## config.mk

```make
export PLATFORM = sky130hd
export DESIGN_NAME = instruction_decode_stage
export DESIGN_NICKNAME = d
export VERILOG_FILES = /design/src/rtl/instruction_decode_stage.sv
export SDC_FILE = /design/constraint.sdc
export NUM_CORES = 1
export LEC_CHECK = 0
export CAP_MARGIN = 20
export CORE_MARGIN = 2
export CORE_UTILIZATION = 48
export DETAILED_ROUTE_END_ITERATION = 10
export PLACE_DENSITY = 0.81
export SLEW_MARGIN = 20
export SYNTH_ARGS = -nofsm -noshare
export SYNTH_HDL_FRONTEND = slang
export SYNTH_SLANG_ARGS = --single-unit
```

## constraint.sdc

```tcl
create_clock -name clk -period 2.95 [get_ports clk]
set_clock_uncertainty 0.2 [all_clocks]
set_input_delay 0.4425 -clock clk [delete_from_list [all_inputs] [get_ports clk]]
set_output_delay 0.4425 -clock clk [all_outputs]
set_load 0.005 [all_outputs]
```

## src/rtl/instruction_decode_stage.sv

```systemverilog
`default_nettype none
// +----------------------------------------------------------------------------+
// | instruction_decode_stage: 2-entry skid FIFO feeding a combinational MIPS   |
// | subset decoder. Revision: 1.0                                              |
// +----------------------------------------------------------------------------+
module instruction_decode_stage (
    input  logic        clk,
    input  logic        reset,
    input  logic [31:0] instr_in,
    input  logic [29:0] pc_in,
    input  logic        in_valid,
    output logic        in_ready,
    output logic        out_valid,
    input  logic        out_ready,
    input  logic        flush,
    output logic [29:0] pc_out,
    output logic [4:0]  rs,
    output logic [4:0]  rt,
    output logic [4:0]  rd,
    output logic [4:0]  shamt,
    output logic [5:0]  funct,
    output logic [15:0] imm16,
    output logic [25:0] target,
    output logic [2:0]  aluOp,
    output logic        illegal,
    output logic        regWrite,
    output logic        regDst,
    output logic        aluSrc,
    output logic        memRead,
    output logic        memWrite,
    output logic        memToReg,
    output logic        branch,
    output logic        jump,
    output logic        jumpReg
);

    localparam logic [5:0] c_op_rtype = 6'h00;
    localparam logic [5:0] c_op_regimm = 6'h01;
    localparam logic [5:0] c_op_j     = 6'h02;
    localparam logic [5:0] c_op_addi  = 6'h08;
    localparam logic [5:0] c_op_lw    = 6'h23;
    localparam logic [5:0] c_op_sw    = 6'h2B;
    localparam logic [5:0] c_fn_jr    = 6'h08;
    localparam logic [5:0] c_fn_add   = 6'h20;
    localparam logic [5:0] c_fn_sub   = 6'h22;
    localparam logic [5:0] c_fn_and   = 6'h24;
    localparam logic [5:0] c_fn_or    = 6'h25;
    localparam logic [5:0] c_fn_slt   = 6'h2A;
    localparam logic [2:0] c_alu_add  = 3'b000;
    localparam logic [2:0] c_alu_sub  = 3'b001;
    localparam logic [2:0] c_alu_and  = 3'b010;
    localparam logic [2:0] c_alu_or   = 3'b011;
    localparam logic [2:0] c_alu_slt  = 3'b100;

    // Slot 0 is always the head; slot 1 only holds data when count is 2.
    logic [1:0]  count_q, count_d;
    logic [31:0] instr0_q, instr0_d, instr1_q, instr1_d;
    logic [29:0] pc0_q, pc0_d, pc1_q, pc1_d;
    logic        w_push, w_pop;
    logic [5:0]  w_opcode;

    assign in_ready  = (count_q < 2'd2);
    assign out_valid = (count_q != 2'd0);
    assign w_push    = in_valid && in_ready;
    assign w_pop     = out_valid && out_ready;

    always_comb begin
        count_d  = count_q;
        instr0_d = instr0_q;
        instr1_d = instr1_q;
        pc0_d    = pc0_q;
        pc1_d    = pc1_q;
        if (flush) begin
            count_d = 2'd0;
        end else begin
            case ({w_push, w_pop})
                2'b10: begin
                    if (count_q == 2'd0) begin
                        instr0_d = instr_in;
                        pc0_d    = pc_in;
                    end else begin
                        instr1_d = instr_in;
                        pc1_d    = pc_in;
                    end
                    count_d = count_q + 2'd1;
                end
                2'b01: begin
                    instr0_d = instr1_q;
                    pc0_d    = pc1_q;
                    count_d  = count_q - 2'd1;
                end
                // Only reachable at count 1: the new entry replaces the head.
                2'b11: begin
                    instr0_d = instr_in;
                    pc0_d    = pc_in;
                end
                default: ;
            endcase
        end
    end

    always_ff @(posedge clk) begin
        if (reset) begin
            count_q  <= 2'd0;
            instr0_q <= 32'd0;
            instr1_q <= 32'd0;
            pc0_q    <= 30'd0;
            pc1_q    <= 30'd0;
        end else begin
            count_q  <= count_d;
            instr0_q <= instr0_d;
            instr1_q <= instr1_d;
            pc0_q    <= pc0_d;
            pc1_q    <= pc1_d;
        end
    end

    assign w_opcode = instr0_q[31:26];
    assign pc_out   = pc0_q;
    assign rs       = instr0_q[25:21];
    assign rt       = instr0_q[20:16];
    assign rd       = instr0_q[15:11];
    assign shamt    = instr0_q[10:6];
    assign funct    = instr0_q[5:0];
    assign imm16    = instr0_q[15:0];
    assign target   = instr0_q[25:0];

    always_comb begin
        regWrite = 1'b0;
        regDst   = 1'b0;
        aluSrc   = 1'b0;
        memRead  = 1'b0;
        memWrite = 1'b0;
        memToReg = 1'b0;
        branch   = 1'b0;
        jump     = 1'b0;
        jumpReg  = 1'b0;
        aluOp    = c_alu_add;
        illegal  = 1'b0;
        if (out_valid) begin
            case (w_opcode)
                c_op_rtype: begin
                    regWrite = 1'b1;
                    regDst   = 1'b1;
                    case (instr0_q[5:0])
                        c_fn_add: aluOp = c_alu_add;
                        c_fn_sub: aluOp = c_alu_sub;
                        c_fn_and: aluOp = c_alu_and;
                        c_fn_or:  aluOp = c_alu_or;
                        c_fn_slt: aluOp = c_alu_slt;
                        c_fn_jr: begin
                            regWrite = 1'b0;
                            regDst   = 1'b0;
                            jumpReg  = 1'b1;
                        end
                        default: begin
                            regWrite = 1'b0;
                            regDst   = 1'b0;
                            illegal  = 1'b1;
                        end
                    endcase
                end
                c_op_lw: begin
                    regWrite = 1'b1;
                    aluSrc   = 1'b1;
                    memRead  = 1'b1;
                    memToReg = 1'b1;
                end
                c_op_sw: begin
                    aluSrc   = 1'b1;
                    memWrite = 1'b1;
                end
                c_op_addi: begin
                    regWrite = 1'b1;
                    aluSrc   = 1'b1;
                end
                c_op_regimm: begin
                    if (instr0_q[20:16] == 5'd0) begin
                        branch = 1'b1;
                        aluOp  = c_alu_sub;
                    end else begin
                        illegal = 1'b1;
                    end
                end
                c_op_j:  jump    = 1'b1;
                default: illegal = 1'b1;
            endcase
        end
    end

endmodule
`default_nettype wire
```

; ---- After elaboration in Yosys (flattened, before gate mapping)
; Cells that the tools add are included.
; W data, S select, Z words.
[classes]
reduce_logical = 16
mux = 32
n_eq_ne = 15
order_cmp = 1
n_addsub = 2
bitwise = 2
[ops]
columns = operator, n
row1 = $pmux W32 S3, 1
row2 = $pmux W30 S3, 1
row3 = $eq A6 B6 Y1 const B, 7
row4 = $mux W32, 1
row5 = $mux W30, 1
row6 = $mux W1, 22
row7 = $eq A6 B4 Y1 const B, 2
row8 = $pmux W3 S4, 1
row9 = $eq A6 B1 Y1 const B, 1
row10 = $eq A6 B2 Y1 const B, 1
row11 = $logic_not A6 Y1, 1
row12 = $pmux W3 S2, 1
row13 = $reduce_and A3 Y1, 2
row14 = $reduce_or A6 Y1, 1
row15 = $logic_not A5 Y1, 1
row16 = $reduce_or A5 Y1, 1
row17 = $eq A2 B2 Y1 const B, 2
row18 = $pmux W2 S2, 1
row19 = $reduce_bool A2 Y1, 2
row20 = $reduce_or A2 Y1, 2
row21 = $reduce_or A4 Y1, 1
row22 = $mux W3, 1
row23 = $pmux W1 S3, 1
row24 = $reduce_bool A3 Y1, 1
row25 = 10 further kinds, 12
[totals]
register_bits = 126
input_bits = 67
output_inout_bits = 113
wordCells = 73

; ---- Depth between registers and ports, before layout
[depth]
depth_word = 5
mapped_depth = 9

; ---- Worst setup path before layout
; No wires, ideal clock.
[synth_path]
kind = reg2reg
startpoint = reg count_q[0]
endpoint = reg instr0_q[0]
t_arrival_ns = 1.758
slack_ns = 0.858
synth_period_minus_slack_ns = 2.092
setup_ns = 0.134
stages_incl_launch_ff = 10
t_required_ns = 2.616
path_cell_list = dfxtp_1 -> nor2_1 -> inv_1 -> nand2_1 -> ha_1 -> o21a_1 -> buf_2 -> nor3_4 -> buf_6 -> a211oi_1
[synth_via]
elab_chain_cells = 5
word_cells_on_any_way = 12
cone_classes = 1 x order compare / 4 x eq/ne / 1 x mux / 6 x reduce/logical
[synth_lines]
columns = item, line_no
row1 = start: declaration, 56  ; logic [1:0] count_q, count_d;
row2 = start signal: assignment, 110  ; count_q <= count_d;
row3 = $reduce_bool A2 Y1 *, 63  ; assign out_valid = (count_q != 2'd0);
row4 = via out_valid, 13  ; output logic out_valid,
row5 = $logic_and A1 B1 Y1 *, 65  ; assign w_pop = out_valid && out_ready;
row6 = $eq A2 B2 Y1 / $eq A2 B1 Y1 (equally long branches), 76  ; case ({w_push, w_pop})
row7 = $ne A2 B2 Y1 (no source line) / $reduce_bool A3 Y1 (equally long branches), --
row8 = $reduce_and A3 Y1 (no source line), --
row9 = end signal: assignment, 111  ; instr0_q <= instr0_d;
row10 = end: declaration, 57  ; logic [31:0] instr0_q, instr0_d, instr1_q, instr1_d;
; Mark *: on every way through the listed nets, which the timed path passes. The rest lies on a longest branch.
; A chain may end at the register's enable or synchronous reset.

; ---- Worst setup path after layout
[layout_path]
startpoint = reg instr0_q[31]
endpoint = out aluOp[0]
[layout_via]
elab_chain_cells = 3
word_cells_on_any_way = 4
cone_classes = 1 x eq/ne / 2 x mux / 1 x reduce/logical
[layout_lines]
columns = item, line_no
row1 = $eq A6 B1 Y1 / $logic_not A6 Y1 (equally long branches), 141  ; case (w_opcode)
row2 = $pmux W3 S2 *, 141
row3 = $mux W3 *, 140  ; if (out_valid) begin
row4 = end: declaration, 24  ; output logic [2:0] aluOp,
; Every way passes the cells marked *; elsewhere a longest branch is shown, timed or not.

==> impl_metrics.yaml <==
timing:
  min_period_over_period: 0.972
  fin_ws_ps: 81.7
  fmax_ghz: 0.349
  tightest_slew_ps: 890
  maxSlewViolCount: 0
  slew_headroom: 0.404
  holdWs_ps: 197
  finalSetupViolCount: 0
  hold_viol: 0
  tns_ps: 0
  fin_crit_ps: 2870
routing:
  wl_per_cell_um: 17.3
  drc_errors: 0
  drtIter0Drc: 544
  route.vias.total: 5556
  drtPass1Iterations: 5
  vias_per_cell: 5.78
  totalWireLength_mm: 16.6
  antenna_left: 0
flow_run:
  max_cap_violations: 0
floorplan:
  start_util: 0.489
  die-area_um2: 13700
  fp.dieH_um: 117
  rows: 41
  die_x_um: 117
  core-area_um2: 12500
  pin_count: 180
synthesis:
  yosysUniqueCellTypes: 37
  synth_ff_type: "dfxtp_1"
  yosysWarnings: 0
  ys_seq_area_frac: 0.412
  netlist_area_um2: 6120
  postSynthCellCount: 701
  yosysTopAreaCellShare: 0.412
  synth_edf_count: 0
  syn_area_per_cell_um2: 8.74
  yosysTopAreaCell: "dfxtp_1"
  async_flop_share: 0
  synthesis.nets: 771
  ys_seq_elements: 126
  yosys-top-cells-area: "dfxtp_1 41%, a21oi_1 10%, mux2i_1 10%, buf_4 9.3%, a211oi_1 7.7%"
clock_tree:
  cts_tree: "done"
  cts_inserted_buffers: 17
  clk_pin_slew_ps: 60
  hold_buffers: 0
  cts.root.buffer_cell: "clkbuf_16"
  h-tree-depth: 4
  clockBufferDepth: 2
  clk_latency_ps: 410
  clkSinkCount: 126
power:
  p_sw_uw: 1190
  p_leak_uw: 0.00261
  power.internal_uw: 3650
  peakVddDrop_v: 0.000364
  power.share.clock: 0.450
  switching_share: 0.246
  power.density_nw_per_um2: 598
  power_frac_seq: 0.389
  p_comb_frac: 0.162
final_layout:
  finish.utilization: 0.647
  mostFrequentLayoutCells: "177 x clkdlybuf4s50_1, 128 x a21oi_1, 123 x dfxtp_1"
  area.growth.synth_to_final_pct: 32.2
  drive_gt1_frac: 0.0772
  nNetsFinal: 847
  diodes: 0
  layout_commonest_cell: "clkdlybuf4s50_1"
critical_path:
  worstPathMaxFanout: 8
  cp_cell_sequence: "nor3_2 > nand4_1 > o32ai_2 > clkdlybuf4s50_1"
  slowest_delay_ps: 570
  rrSetupSlack_ps: 350
  crit_slowest_cell: "clkdlybuf4s50_1"
  end_kind: "primary output"
  cp-start-kind: "flip-flop"
  crit_type: "flip-flop to primary output"
  crit_arrival_ps: 2230
  cp.required_ps: 2310
grt:
  grt_pass1_vias: 5276
  grt_pass1_wl_mm: 26.1
  overflow: 0
  grt_max_degree: 106
  antenna_found_initial: 0
  grtUsageTotal: 0.240
placement:
  place_ws_ps: 220
  place.gp.congestion: 0.832
  io_buffers: 179
  hpwl_mm: 10.5
hold_path:
  hold_class: "primary input to flip-flop"
run_status:
  status: "finished, final reports clean"
## cell type report
type | instances | area (µm²)
Clock buffer | 20 | 447
Clock inverter | 12 | 168
Fill cell | 1084 | 4420
Inverter | 8 | 30.0
Multi-Input combinational cell | 429 | 2740
Sequential cell | 126 | 2530
Tap cell | 172 | 215
Timing Repair Buffer | 195 | 1970
## per-stage QoR
stage | area [µm²] | total power, µW | instances
CTS | 8080 | 4850 | 961
detailed placement | 7450 | 2690 | 929
global route | 8090 | 5030 | 962
global placement | 7450 | 2660 | 929
finish | 8090 | 4840 | 962
floorplan | 6120 | 2360 | 701
## power groups by stage
| stage | clock network [µW] | registers (µW) | logic (µW) |
|---|---|---|---|
| after detailed placement | 0 | 1910 | 775 |
| after floorplan | 0 | 1890 | 471 |
| after CTS | 2190 | 1880 | 782 |
| after global routing | 2290 | 1890 | 849 |
| final | 2180 | 1880 | 781 |
| after global placement | 0 | 1910 | 757 |
## Yosys cell counts, types with 3 or more instances
cell / n
a21oi_1: 128
buf_6: 6
clkbuf_1: 26
mux2i_1: 62
nor2_1: 8
ha_1: 3
o21ai_0: 63
buf_4: 76
a211oi_1: 63
inv_1: 7
buf_2: 22
buf_1: 8
nand2_1: 7
nor3_1: 7
nand3_1: 64
dfxtp_1: 126
## registers in the layout (all words and copies together), names as in the netlist
| name | cells |
|---|---|
| instr0_q | 32 |
| instr1_q | 32 |
| pc1_q | 30 |
| pc_out | 30 |
| count_q | 2 |
## worst paths after layout
kind / from / to / cells past startpoint
max: instr0_q[31] / aluOp[0] / 4
min: reset / instr1_q[18] / 2
max reg2reg: count_q[1] / pc1_q[20] / 8
min reg2reg: instr1_q[18] / instr1_q[18] / 2
## repair_timing
| action | CTS | global route |
|---|---|---|
| gates resized for setup | 4 | 2 |
| pin swaps | 0 | 1 |
| setup endpoints to repair | 1 | 2 |
| setup buffers | 0 | 1 |
## metal layers
| metal | wire [µm] | vias up | global-route usage | share of wire |
|---|---|---|---|---|
| met1 | 7030 | 2653 | 0.308 | 0.42 |
| met5 | 0 | - | 0 | 0 |
| li1 | - | 2633 | - | - |
| met3 | 1280 | 28 | 0.0536 | 0.077 |
| met2 | 7960 | 242 | 0.395 | 0.48 |
| met4 | 372 | 0 | 0.0941 | 0.022 |
## cells by family after synthesis
group,share of synthesized area
compound gates,0.246
buf+inv,0.148
mux,0.101
xor+xnor,0.00286
simple gates,0.0842
fa+ha+maj,0.00613
flops,0.412
## critical path, delay by kind of cell, from the launching register on
kind | cells | cell delay [ps]
flip-flops | 1 | 380
buffers and inverters | 1 | 570
AND/OR/NAND/NOR | 2 | 510
AO/OA/AOI/OAI | 1 | 360
Power figures use the tool's default switching activity.
